===== src/rtl/d_ff_n.sv =====
// d_ff_n: N-bit parallel-in/parallel-out register with synchronous load enable.
//
// Each rising clk edge applies, in priority order:
//   res=1        -> Q <= RESET_VAL (en and D ignored)
//   res=0, en=1  -> Q <= D
//   res=0, en=0  -> Q holds
// Q comes straight from flops, so there is no combinational path from D to Q.
//
// Optional feature (macro D_FF_N_PARITY_EN):
//   When defined, an extra output q_par carries the even parity of Q. It is
//   kept in its own flop and updated on the same edge as Q, so it always
//   equals ^Q without an XOR tree on the output path. When undefined, the
//   port and its flop are absent and Q behaves the same.
//
// There is no handshake: the register captures on every enabled edge and
// never back-pressures. en is a plain level-sampled load strobe.
module d_ff_n #(
  parameter int           N         = 8,
  parameter logic [N-1:0] RESET_VAL = '0
) (
  input  logic         clk,
  input  logic         res,
  input  logic         en,
  input  logic [N-1:0] D,
`ifdef D_FF_N_PARITY_EN
  output logic [N-1:0] Q,
  output logic         q_par
`else
  output logic [N-1:0] Q
`endif
);

  // Stored word and its next value.
  logic [N-1:0] q_q;
  logic [N-1:0] q_d;

  // Next-value select: load D when enabled, otherwise hold. Reset takes
  // priority and is applied in the register process below.
  always_comb begin
    q_d = q_q;
    if (en) begin
      q_d = D;
    end
  end

  // Data register: synchronous active-high reset, then the selected value.
  always_ff @(posedge clk) begin
    if (res) begin
      q_q <= RESET_VAL;
    end else begin
      q_q <= q_d;
    end
  end

  assign Q = q_q;

`ifdef D_FF_N_PARITY_EN
  // Parity of the stored word, tracked alongside it rather than recomputed
  // from Q, so q_par is also a pure flop output.
  logic par_q;
  logic par_d;

  // Next-parity select mirrors the data select: parity of D on load, hold
  // otherwise.
  always_comb begin
    par_d = par_q;
    if (en) begin
      par_d = ^D;
    end
  end

  // Parity register: reset value is the parity of RESET_VAL.
  always_ff @(posedge clk) begin
    if (res) begin
      par_q <= ^RESET_VAL;
    end else begin
      par_q <= par_d;
    end
  end

  assign q_par = par_q;
`endif

endmodule


===== config.mk =====
export PLATFORM = sky130hd
export DESIGN_NAME = d_ff_n
export DESIGN_NICKNAME = d
export VERILOG_FILES = /design/src/rtl/d_ff_n.sv
export SDC_FILE = /design/constraint.sdc
export NUM_CORES = 1
export LEC_CHECK = 0
export ABC_AREA = 1
export BUFFER_PORTS_ARGS = -buffer_cell sky130_fd_sc_hd__buf_2
export CORE_AREA = 3 3 40 42
export CTS_CLUSTER_SIZE = 20
export DETAILED_ROUTE_END_ITERATION = 8
export DIE_AREA = 0 0 43 45
export GPL_TIMING_DRIVEN = 0
export HOLD_SLACK_MARGIN = 0.05
export PLACE_DENSITY = 0.51
export SYNTH_ARGS = -nofsm -noshare
export SYNTH_HDL_FRONTEND = slang
export SYNTH_SLANG_ARGS = --single-unit

===== constraint.sdc =====
create_clock -name clk -period 0.8 [get_ports clk]
set_input_delay 0.12 -clock clk [delete_from_list [all_inputs] [get_ports clk]]
set_output_delay 0.12 -clock clk [all_outputs]
set_load 0.01 [all_outputs]

=== Yosys cells after proc, flatten, opt, wreduce, memory -nomap -nowiden ===
Cells that the tools add are included.

* Bits in registers: 8
* Input port bits: 11
* Output and inout bits: 8
* Logic and storage cells: 1

=== Logic depth before layout (Yosys ltp) ===
Gate-level depths: netlist of run 1.

* Depth in word-level cells: 0
* Mapped depth: 5

=== Least setup slack after synthesis of run 1 ===
Ideal clock, no wire load.

* Path type: input port to flip-flop
* From: input port en
* To: register q_q[6], in the netlist Q[6]
* Data arrival time: 0.510 ns
* Required time: 0.686 ns
* Setup slack: 0.176 ns
* Stages on the path: 4
* Buffers on the path: 2
* Cell sequence: buf_6 -> buf_6 -> nor2_1 -> nor2_2

{| class="wikitable"
|+ RTL lines
! what !! RTL line !! RTL
|-
| start: declaration || 23 || <nowiki>input logic en,</nowiki>
|-
| end signal: assignment || 51 || <nowiki>q_q <= q_d;</nowiki>
|-
| end: declaration || 34 || <nowiki>logic [N-1:0] q_q;</nowiki>
|}

=== Final worst setup path of run 1 ===
* From: register q_q[0], in the netlist Q[0]
* To: output port Q[0]

{| class="wikitable"
|+ RTL lines
! what !! RTL line !! RTL
|-
| end: declaration || 29 || <nowiki>output logic [N-1:0] Q</nowiki>
|}

No word-level cell between the ends.

==> flow_summary.yaml, run 1 <==
outcome:
  run_status: "finished with violations"
  violations: "negative setup slack"
sta:
  achievable-frequency_mhz: 1240
  period_minus_slack_ns: 0.806
  hold_slack_ns: 0.138
  slew_viol_final: 0
  finalSetupViolCount: 4
  min_period_over_period_pct: 101
  tightest_slew_ns: 0.241
  setup_repair_after_global_routing_missed_its_margin: "true"
  fin_skew_ns: 0
  timing.slew.headroom_pct: 83.9
  timing.final.ws_setup_ns: -0.00578
  finalHoldViolCount: 0
global_routing:
  grt_first_pass_wirelength_um: 1040
  tot_gr_track_use_pct: 8.17
  globalRouteOverflowTotal: 0
  number_of_global_route_vias_before_repair: 244
  maximum_number_of_pins_on_one_net_before_global_route_repair: 11
  grt_antenna_before_repair: 0
yosys:
  flip_flop_cell_with_the_highest_count_after_synthesis: "dfxtp_1"
  synth-warning-count: 0
  netlist_instances: 51
  synth.net_count: 62
  syn-mean-instance-area_um2: 6.70
  mappedNetlistArea_um2: 342
  synth-adder-area-share_pct: 0
  synth.area.top_cells: "dfxtp_1 (47%), nand2_1 (16%), nor2_1 (16%)"
  number_of_synthesized_flops_with_an_enable_pin: 0
  synth_mux_area_share_pct: 0
  largest_family_of_logic_cells_by_synthesized_area: "simple AND/OR/NAND/NOR gates"
  synth-async-reset-ratio_pct: 0
  count_of_unique_library_cells_instantiated_by_yosys: 7
  ys_top_cells_by_count: "nand2_1 (15), nor2_1 (15), inv_1 (9)"
  yosysTopAreaCell: "dfxtp_1"
  complex_gate_fraction_of_the_synthesized_area_pct: 0
  synth-xor-area-share_pct: 0
  flip_flop_and_latch_count_after_synthesis: 8
  synth_top_area_share_pct: 46.9
  post_synth_and_or_nand_nor_area_fraction_pct: 36.6
  sequential_element_share_of_the_synthesized_area_pct: 46.9
clock_network:
  htree_num_levels: 1
  cts_hold_buffers: 0
  clk_slew_on_worst_s_h_paths_ns: 0.05
  root_buffer: "clkbuf_4"
  cts_made_buffers: 3
  post-cts-setup-buffers: 0
  cts_tree: "built"
  post_cts_resized: 16
  cts.path.max_buffers: 2
  clock_sink_count: 8
  worstSkewPairLatency_ns: 0.25
min_path:
  min_delay_worst_endpoint: "Q[1]"
  worst_hold_class: "input pin to flip-flop"
  hold_start: "en"
  timing.hold.worst_path_depth: 4
die:
  standard_cell_rows: 13
  dieHeight_um: 45
  effective_utilization_at_floorplan_pct: 26.6
  fp.dieW_um: 43
  floorplan.die_area_mm2: 0.00194
  fp.coreArea_mm2: 0.00128
  pin_count: 19
critical_path:
  end_kind: "output port"
  critical_path_peak_fanout: 2
  worst-endpoint-arrival_ns: 0.69
  critical_path.max_stage_delay_ns: 0.32
  critical_path_rt_ns: 0.68
  crit_slowest_cell: "dfxtp_2"
  timing.rr.end: "Q[6]"
  critPathTopFamily: "flip-flops"
  crit-reg2reg-launch: "Q[6]"
  crit_buf_inv: 1
  timing.critical_path.from_type: "flip-flop"
  cp_cell_sequence: "buf_6"
  r2r_cells: 2
  worstSetupPathType: "flip-flop to output port"
  ff2ff_setup_slack_ns: 0.22
finish:
  syn2layout_area_growth_pct: 54.6
  insertedDiodeCount: 0
  share_of_layout_cells_above_drive_strength_1_pct: 45.1
  largest_register_ffs: 8
  design.final.nets: 84
  reg_top3: "Q: 8 flops"
  largest_register: "Q"
routing:
  detail_route.vias_per_cell: 3.71
  drt_iter0_markers: 1
  final_routed_drc_violation_total: 0
  firstDrtPassIters: 3
  route.final.wire_length_um: 708
  post_dr_wirelength_cell_um: 8.23
  drtAntennaViolNets: 0
  detailroute.via_count: 319
power_and_ir_drop:
  p_leak_nw: 0.302
  ir_drop_mv: 0.616
  report.power.total_mw: 0.932
  power_density_mw_per_mm2: 1770
run:
  max_cap_viol_count: 0
place:
  portBuffers: 17
  dpl.hpwl_um: 498
  routabilityCongestion: 0.633
## through the flow
| step | util [%] | worst slack [ns] | instances | TNS [ns] | area, um2 |
|---|---|---|---|---|---|
| 3_3_place_gp | 34.7 | 0.150 | 83 | 0 | 445 |
| 6_report | 41.1 | -0.00578 | 86 | -0.0128 | 528 |
| 3_5_place_dp | 34.7 | 0.146 | 83 | 0 | 445 |
| 5_1_grt | 41.1 | -0.0462 | 86 | -0.316 | 528 |
| 4_1_cts | 41.1 | -0.0207 | 86 | -0.123 | 528 |
| 2_1_floorplan | - | 0.176 | 51 | 0 | 342 |
## report_power, final
group,internal [mW],leakage [nW],switching (mW)
sequential,0.433,0.0688,0.0186
combinational,0.0984,0.219,0.0754
clock,0.172,0.0138,0.136
total,0.703,0.302,0.230
## final cells by class
type / count / area (um2)
Timing Repair Buffer: 17 / 135
Buffer: 2 / 22.5
Inverter: 9 / 33.8
Fill cell: 145 / 757
Tap cell: 15 / 18.8
Clock buffer: 3 / 22.5
Sequential cell: 8 / 170
Multi-Input combinational cell: 32 / 125
## worst min-delay path, delay by kind of cell
family                 cells  cell delay (ns)
and+or+nand+nor            3             0.13
buffers and inverters      1             0.10
## kinds of logic after synthesis
logic type             Yosys count
and+or+nand+nor                 32
buffers and inverters           11
DFF                              8
## worst max path at each step
stage / cells after the start / slack, ns / endpoint / start
CTS: 1 / -0.02 / Q[1] / Q[1]
detailed placement: 4 / 0.15 / Q[6] / en
global route: 1 / -0.05 / Q[4] / Q[4]
floorplan: 4 / 0.18 / Q[6] / en
global placement: 4 / 0.15 / Q[6] / en
finish: 1 / -0.006 / Q[0] / Q[0]
## cell usage in the layout, fill, tap and decap left out
cell type	count
nor2_1	15
nand2_1	15
clkbuf_4	3
inv_1	9
buf_2	9
dfxtp_2	8
nand2_2	1
nor2_2	1
buf_6	10
## layer usage
layer  routed length [um]  GRT usage [%]  vias up  share of wire (%)
met2                  286           8.38       14                 40
met5                    0              0        -                  0
met4                   16           10.8        0                2.3
li1                     -              -      184                  -
met1                  336           10.7      119                 47
met3                   69           3.19        2                9.7
Power figures use the tool's default switching activity.
==> run 2: changes to the inputs <==
--- a/config.mk
+++ b/config.mk
@@ -6,14 +6,14 @@
 export NUM_CORES = 1
 export LEC_CHECK = 0
 export ABC_AREA = 1
-export BUFFER_PORTS_ARGS = -buffer_cell sky130_fd_sc_hd__buf_2
 export CORE_AREA = 3 3 40 42
 export CTS_CLUSTER_SIZE = 20
 export DETAILED_ROUTE_END_ITERATION = 8
 export DIE_AREA = 0 0 43 45
+export DONT_BUFFER_PORTS = 1
 export GPL_TIMING_DRIVEN = 0
 export HOLD_SLACK_MARGIN = 0.05
-export PLACE_DENSITY = 0.51
+export PLACE_DENSITY = 0.39
 export SYNTH_ARGS = -nofsm -noshare
 export SYNTH_HDL_FRONTEND = slang
 export SYNTH_SLANG_ARGS = --single-unit
==> flow_summary.yaml, run 2 (synthesized netlist as in run 1, its figures left out) <==
outcome:
  run_status: "completed"
routing:
  route.final.wire_length_um: 700
  drtAntennaViolNets: 0
  final_routed_drc_violation_total: 0
  detailroute.via_count: 295
  drt_iter0_markers: 2
  detail_route.vias_per_cell: 4.10
  post_dr_wirelength_cell_um: 9.72
  firstDrtPassIters: 2
die:
  pin_count: 19
  fp.dieW_um: 43
  standard_cell_rows: 13
  fp.coreArea_mm2: 0.00128
  effective_utilization_at_floorplan_pct: 26.6
  dieHeight_um: 45
  floorplan.die_area_mm2: 0.00194
clock_network:
  cts_made_buffers: 3
  clock_sink_count: 8
  worstSkewPairLatency_ns: 0.25
  cts.path.max_buffers: 2
  root_buffer: "clkbuf_4"
  cts_tree: "built"
  clk_slew_on_worst_s_h_paths_ns: 0.06
  htree_num_levels: 1
global_routing:
  grt_first_pass_wirelength_um: 1140
  number_of_global_route_vias_before_repair: 254
  tot_gr_track_use_pct: 9.08
  globalRouteOverflowTotal: 0
  maximum_number_of_pins_on_one_net_before_global_route_repair: 11
  grt_antenna_before_repair: 0
finish:
  insertedDiodeCount: 0
  syn2layout_area_growth_pct: 22.3
  final_layout_fill_cell_count: 154
  most-common-layout-cells: "nor2_1 (15), nand2_1 (15), inv_1 (9), dfxtp_1 (4), dfxtp_2 (4)"
  reg_top3: "Q: 8 flops"
  largest_register_ffs: 8
  largest_register: "Q"
  multi_input_area_um2: 125
  design_area_um2: 418
  design.final.nets: 70
  share_of_layout_cells_above_drive_strength_1_pct: 19.3
  seq_area_um2: 165
power_and_ir_drop:
  ir_drop_mv: 0.862
  p_leak_nw: 0.229
  report.power.total_mw: 0.872
  power_density_mw_per_mm2: 2090
sta:
  hold_slack_ns: 0.0558
  fin_skew_ns: 0
  finalHoldViolCount: 0
  timing.slew.headroom_pct: 83.2
  finalSetupViolCount: 0
  fin_setup_tns_ns: 0
  period_minus_slack_ns: 0.754
  achievable-frequency_mhz: 1330
  tightest_slew_ns: 0.251
  slew_viol_final: 0
  min_period_over_period_pct: 94.3
  setup_repair_after_global_routing_missed_its_margin: "false"
place:
  dpl.hpwl_um: 484
  portBuffers: 0
  routabilityCongestion: 0.626
  place_area_um2: 360
critical_path:
  worst-endpoint-arrival_ns: 0.63
  timing.critical_path.from_type: "flip-flop"
  cp-startpoint: "Q[7]"
  timing.rr.end: "Q[6]"
  stages_on_worst_setup_path: 0
  crit-reg2reg-launch: "Q[6]"
  worstSetupPathType: "flip-flop to output port"
  critical_path_peak_fanout: 2
  end_kind: "output port"
  critical_path_rt_ns: 0.68
  r2r_cells: 2
  ff2ff_setup_slack_ns: 0.19
min_path:
  worst_hold_class: "input pin to flip-flop"
  hold_start: "D[7]"
  min_delay_worst_endpoint: "Q[7]"
  timing.hold.worst_path_depth: 4
run:
  max_cap_viol_count: 0
[run 2: layout make-up]
type / instances / share of cell area [%]
plain buffers: 2 / 5.39
repair buffers: 3 / 7.19
inverters: 9 / 8.08
well taps: 15 / 4.49
flip-flops and latches: 8 / 39.5
clock buffers: 3 / 5.39
multi-input cells: 32 / 29.9
[run 2: worst max-delay path by stage]
stage	slack (ns)	to
final	0.05	Q[7]
after floorplan	0.18	Q[6]
after global placement	0.14	Q[6]
after global routing	0.00002	Q[2]
after CTS	0.03	Q[5]
after detailed placement	0.14	Q[6]
[run 2: per-stage QoR]
stage | setup WS [ns] | instances | util [%]
after floorplan | 0.176 | 51 | -
after global placement | 0.143 | 66 | 28.0
after detailed placement | 0.136 | 66 | 28.0
after CTS | 0.0259 | 72 | 32.1
after global routing | 0.0000203 | 72 | 32.5
final | 0.0458 | 72 | 32.5
[run 2: metal layers]
layer	share of wire [%]	up-vias	track usage, %
li1	-	155	-
met1	47	123	9.18
met2	41	15	12.3
met3	11	2	5.98
met4	0.86	0	9.04
met5	0	-	0
[run 2: report_power, final]
part	total, mW	internal [mW]	switching, mW
clock network	0.318	0.172	0.145
logic	0.0952	0.0453	0.0499
registers	0.459	0.430	0.0295
total	0.872	0.648	0.225
[run 2: what timing repair did]
item                                   in CTS  in global routing
buffers inserted                            0                  0
resized for setup                           0                  4
setup endpoints to repair                   0                  4
endpoints found under the hold margin       3                  0
hold buffers                                3                  0
==> run 3: changes to the inputs <==
--- a/config.mk
+++ b/config.mk
@@ -6,14 +6,16 @@
 export NUM_CORES = 1
 export LEC_CHECK = 0
 export ABC_AREA = 1
-export CORE_AREA = 3 3 40 42
+export CELL_PAD_IN_SITES_DETAIL_PLACEMENT = 2
+export CELL_PAD_IN_SITES_GLOBAL_PLACEMENT = 2
+export CORE_MARGIN = 3
+export CORE_UTILIZATION = 25
 export CTS_CLUSTER_SIZE = 20
 export DETAILED_ROUTE_END_ITERATION = 8
-export DIE_AREA = 0 0 43 45
 export DONT_BUFFER_PORTS = 1
 export GPL_TIMING_DRIVEN = 0
 export HOLD_SLACK_MARGIN = 0.05
-export PLACE_DENSITY = 0.39
+export PLACE_DENSITY = 0.66
 export SYNTH_ARGS = -nofsm -noshare
 export SYNTH_HDL_FRONTEND = slang
 export SYNTH_SLANG_ARGS = --single-unit
==> flow_summary.yaml, run 3 (synthesized netlist as in run 1, its figures left out) <==
clock_network:
  cts_hold_buffers: 0
  post_cts_resized: 0
  clk_slew_on_worst_s_h_paths_ns: 0.05
  post-cts-setup-buffers: 0
  worstSkewPairLatency_ns: 0.24
  clock_sink_count: 8
  root_buffer: "clkbuf_4"
  cts.path.max_buffers: 2
  cts_tree: "built"
  cts_made_buffers: 3
  htree_num_levels: 1
routing:
  final_routed_drc_violation_total: 0
  top_layer_used: "met3"
  drtAntennaViolNets: 0
  drt_iter0_markers: 2
  firstDrtPassIters: 2
  detail_route.wirelength.met1_um: 338
  detail_route.vias_per_cell: 4.43
  met3_length_um: 80
  detailroute.via_count: 301
  detailroute.wirelength.met2_um: 420
  post_dr_wirelength_cell_um: 12.3
  route.final.wire_length_um: 839
die:
  dieHeight_um: 43.0
  pin_count: 19
  standard_cell_rows: 12
  fp.coreArea_mm2: 0.00119
  effective_utilization_at_floorplan_pct: 28.8
  fp.dieW_um: 43.0
  floorplan.die_area_mm2: 0.00185
power_and_ir_drop:
  p_leak_nw: 0.215
  ir_drop_mv: 1.19
  report.power.total_mw: 0.846
  power_density_mw_per_mm2: 2210
run:
  max_cap_viol_count: 0
critical_path:
  worst-endpoint-arrival_ns: 0.63
  worstSetupPathType: "flip-flop to output port"
  critical_path_peak_fanout: 2
  timing.critical_path.from_type: "flip-flop"
  ff2ff_setup_slack_ns: 0.18
  end_kind: "output port"
  critical_path_rt_ns: 0.68
global_routing:
  globalRouteOverflowTotal: 0
  number_of_global_route_vias_before_repair: 331
  tot_gr_track_use_pct: 10.4
  grt_first_pass_wirelength_um: 1420
  grt_antenna_before_repair: 0
  maximum_number_of_pins_on_one_net_before_global_route_repair: 11
sta:
  fin_setup_tns_ns: 0
  timing.slew.headroom_pct: 82.3
  achievable-frequency_mhz: 1330
  slew_viol_final: 0
  setup_repair_after_global_routing_missed_its_margin: "false"
  min_period_over_period_pct: 93.8
  hold_slack_ns: 0.0728
  timing.final.ws_setup_ns: 0.0495
  fin_skew_ns: 0
  period_minus_slack_ns: 0.751
  finalHoldViolCount: 0
  finalSetupViolCount: 0
  tightest_slew_ns: 0.265
finish:
  share_of_layout_cells_above_drive_strength_1_pct: 14.8
  largest_register: "Q"
  largest_register_ffs: 8
  final_core_util_pct: 32.3
  most-common-layout-cells: "nor2_1 (15), nand2_1 (15), inv_1 (9), dfxtp_1 (7), clkbuf_4 (3)"
  syn2layout_area_growth_pct: 12.1
  insertedDiodeCount: 0
  final_layout_fill_cell_count: 160
  reg_top3: "Q: 8 flops"
  layout.cells.non_filler: 68
  design_area_um2: 383
  design.final.nets: 67
outcome:
  run_status: "completed"
place:
  dpl.hpwl_um: 676
  portBuffers: 0
  place_area_um2: 359
  place_worst_setup_slack_ns: 0.124
  numPlacedInstances: 65
  routabilityCongestion: 0.631
min_path:
  worst_hold_class: "input pin to flip-flop"
run 3: changes by cell type in the layout (fill, tap and decap cells not counted), sizes merged:
cell         delta
dlygate4sd3     -3
run 3: where the power goes:
group	total (mW)	leakage (nW)	switching, mW	internal [mW]
Combinational	0.0885	0.135	0.0526	0.0359
Sequential	0.459	0.0668	0.0310	0.428
Clock	0.299	0.0138	0.128	0.171
run 3: final cells by class:
cell class              instances  area, um2  share of cell area, %
multi-input cells              32        125                   32.7
well taps                      14       17.5                   4.58
plain buffers                   2       22.5                   5.88
clock buffers                   3       22.5                   5.88
inverters                       9       33.8                   8.82
flip-flops and latches          8        161                   42.2
run 3: worst paths after layout:
| path | depth (start not counted) | from | endpoint |
|---|---|---|---|
| worst max-delay path | 0 | Q[7] | Q[7] |
| worst min-delay path | 4 | D[0] | Q[0] |
| worst max register to register | 2 | Q[6] | Q[6] |
| worst min register to register | 2 | Q[4] | Q[4] |
run 3: per-layer routing:
metal	global-route usage [%]	vias up
li1	-	150
met1	10.6	136
met2	17.7	15
met3	7.20	0
met4	1.81	0
met5	0	-
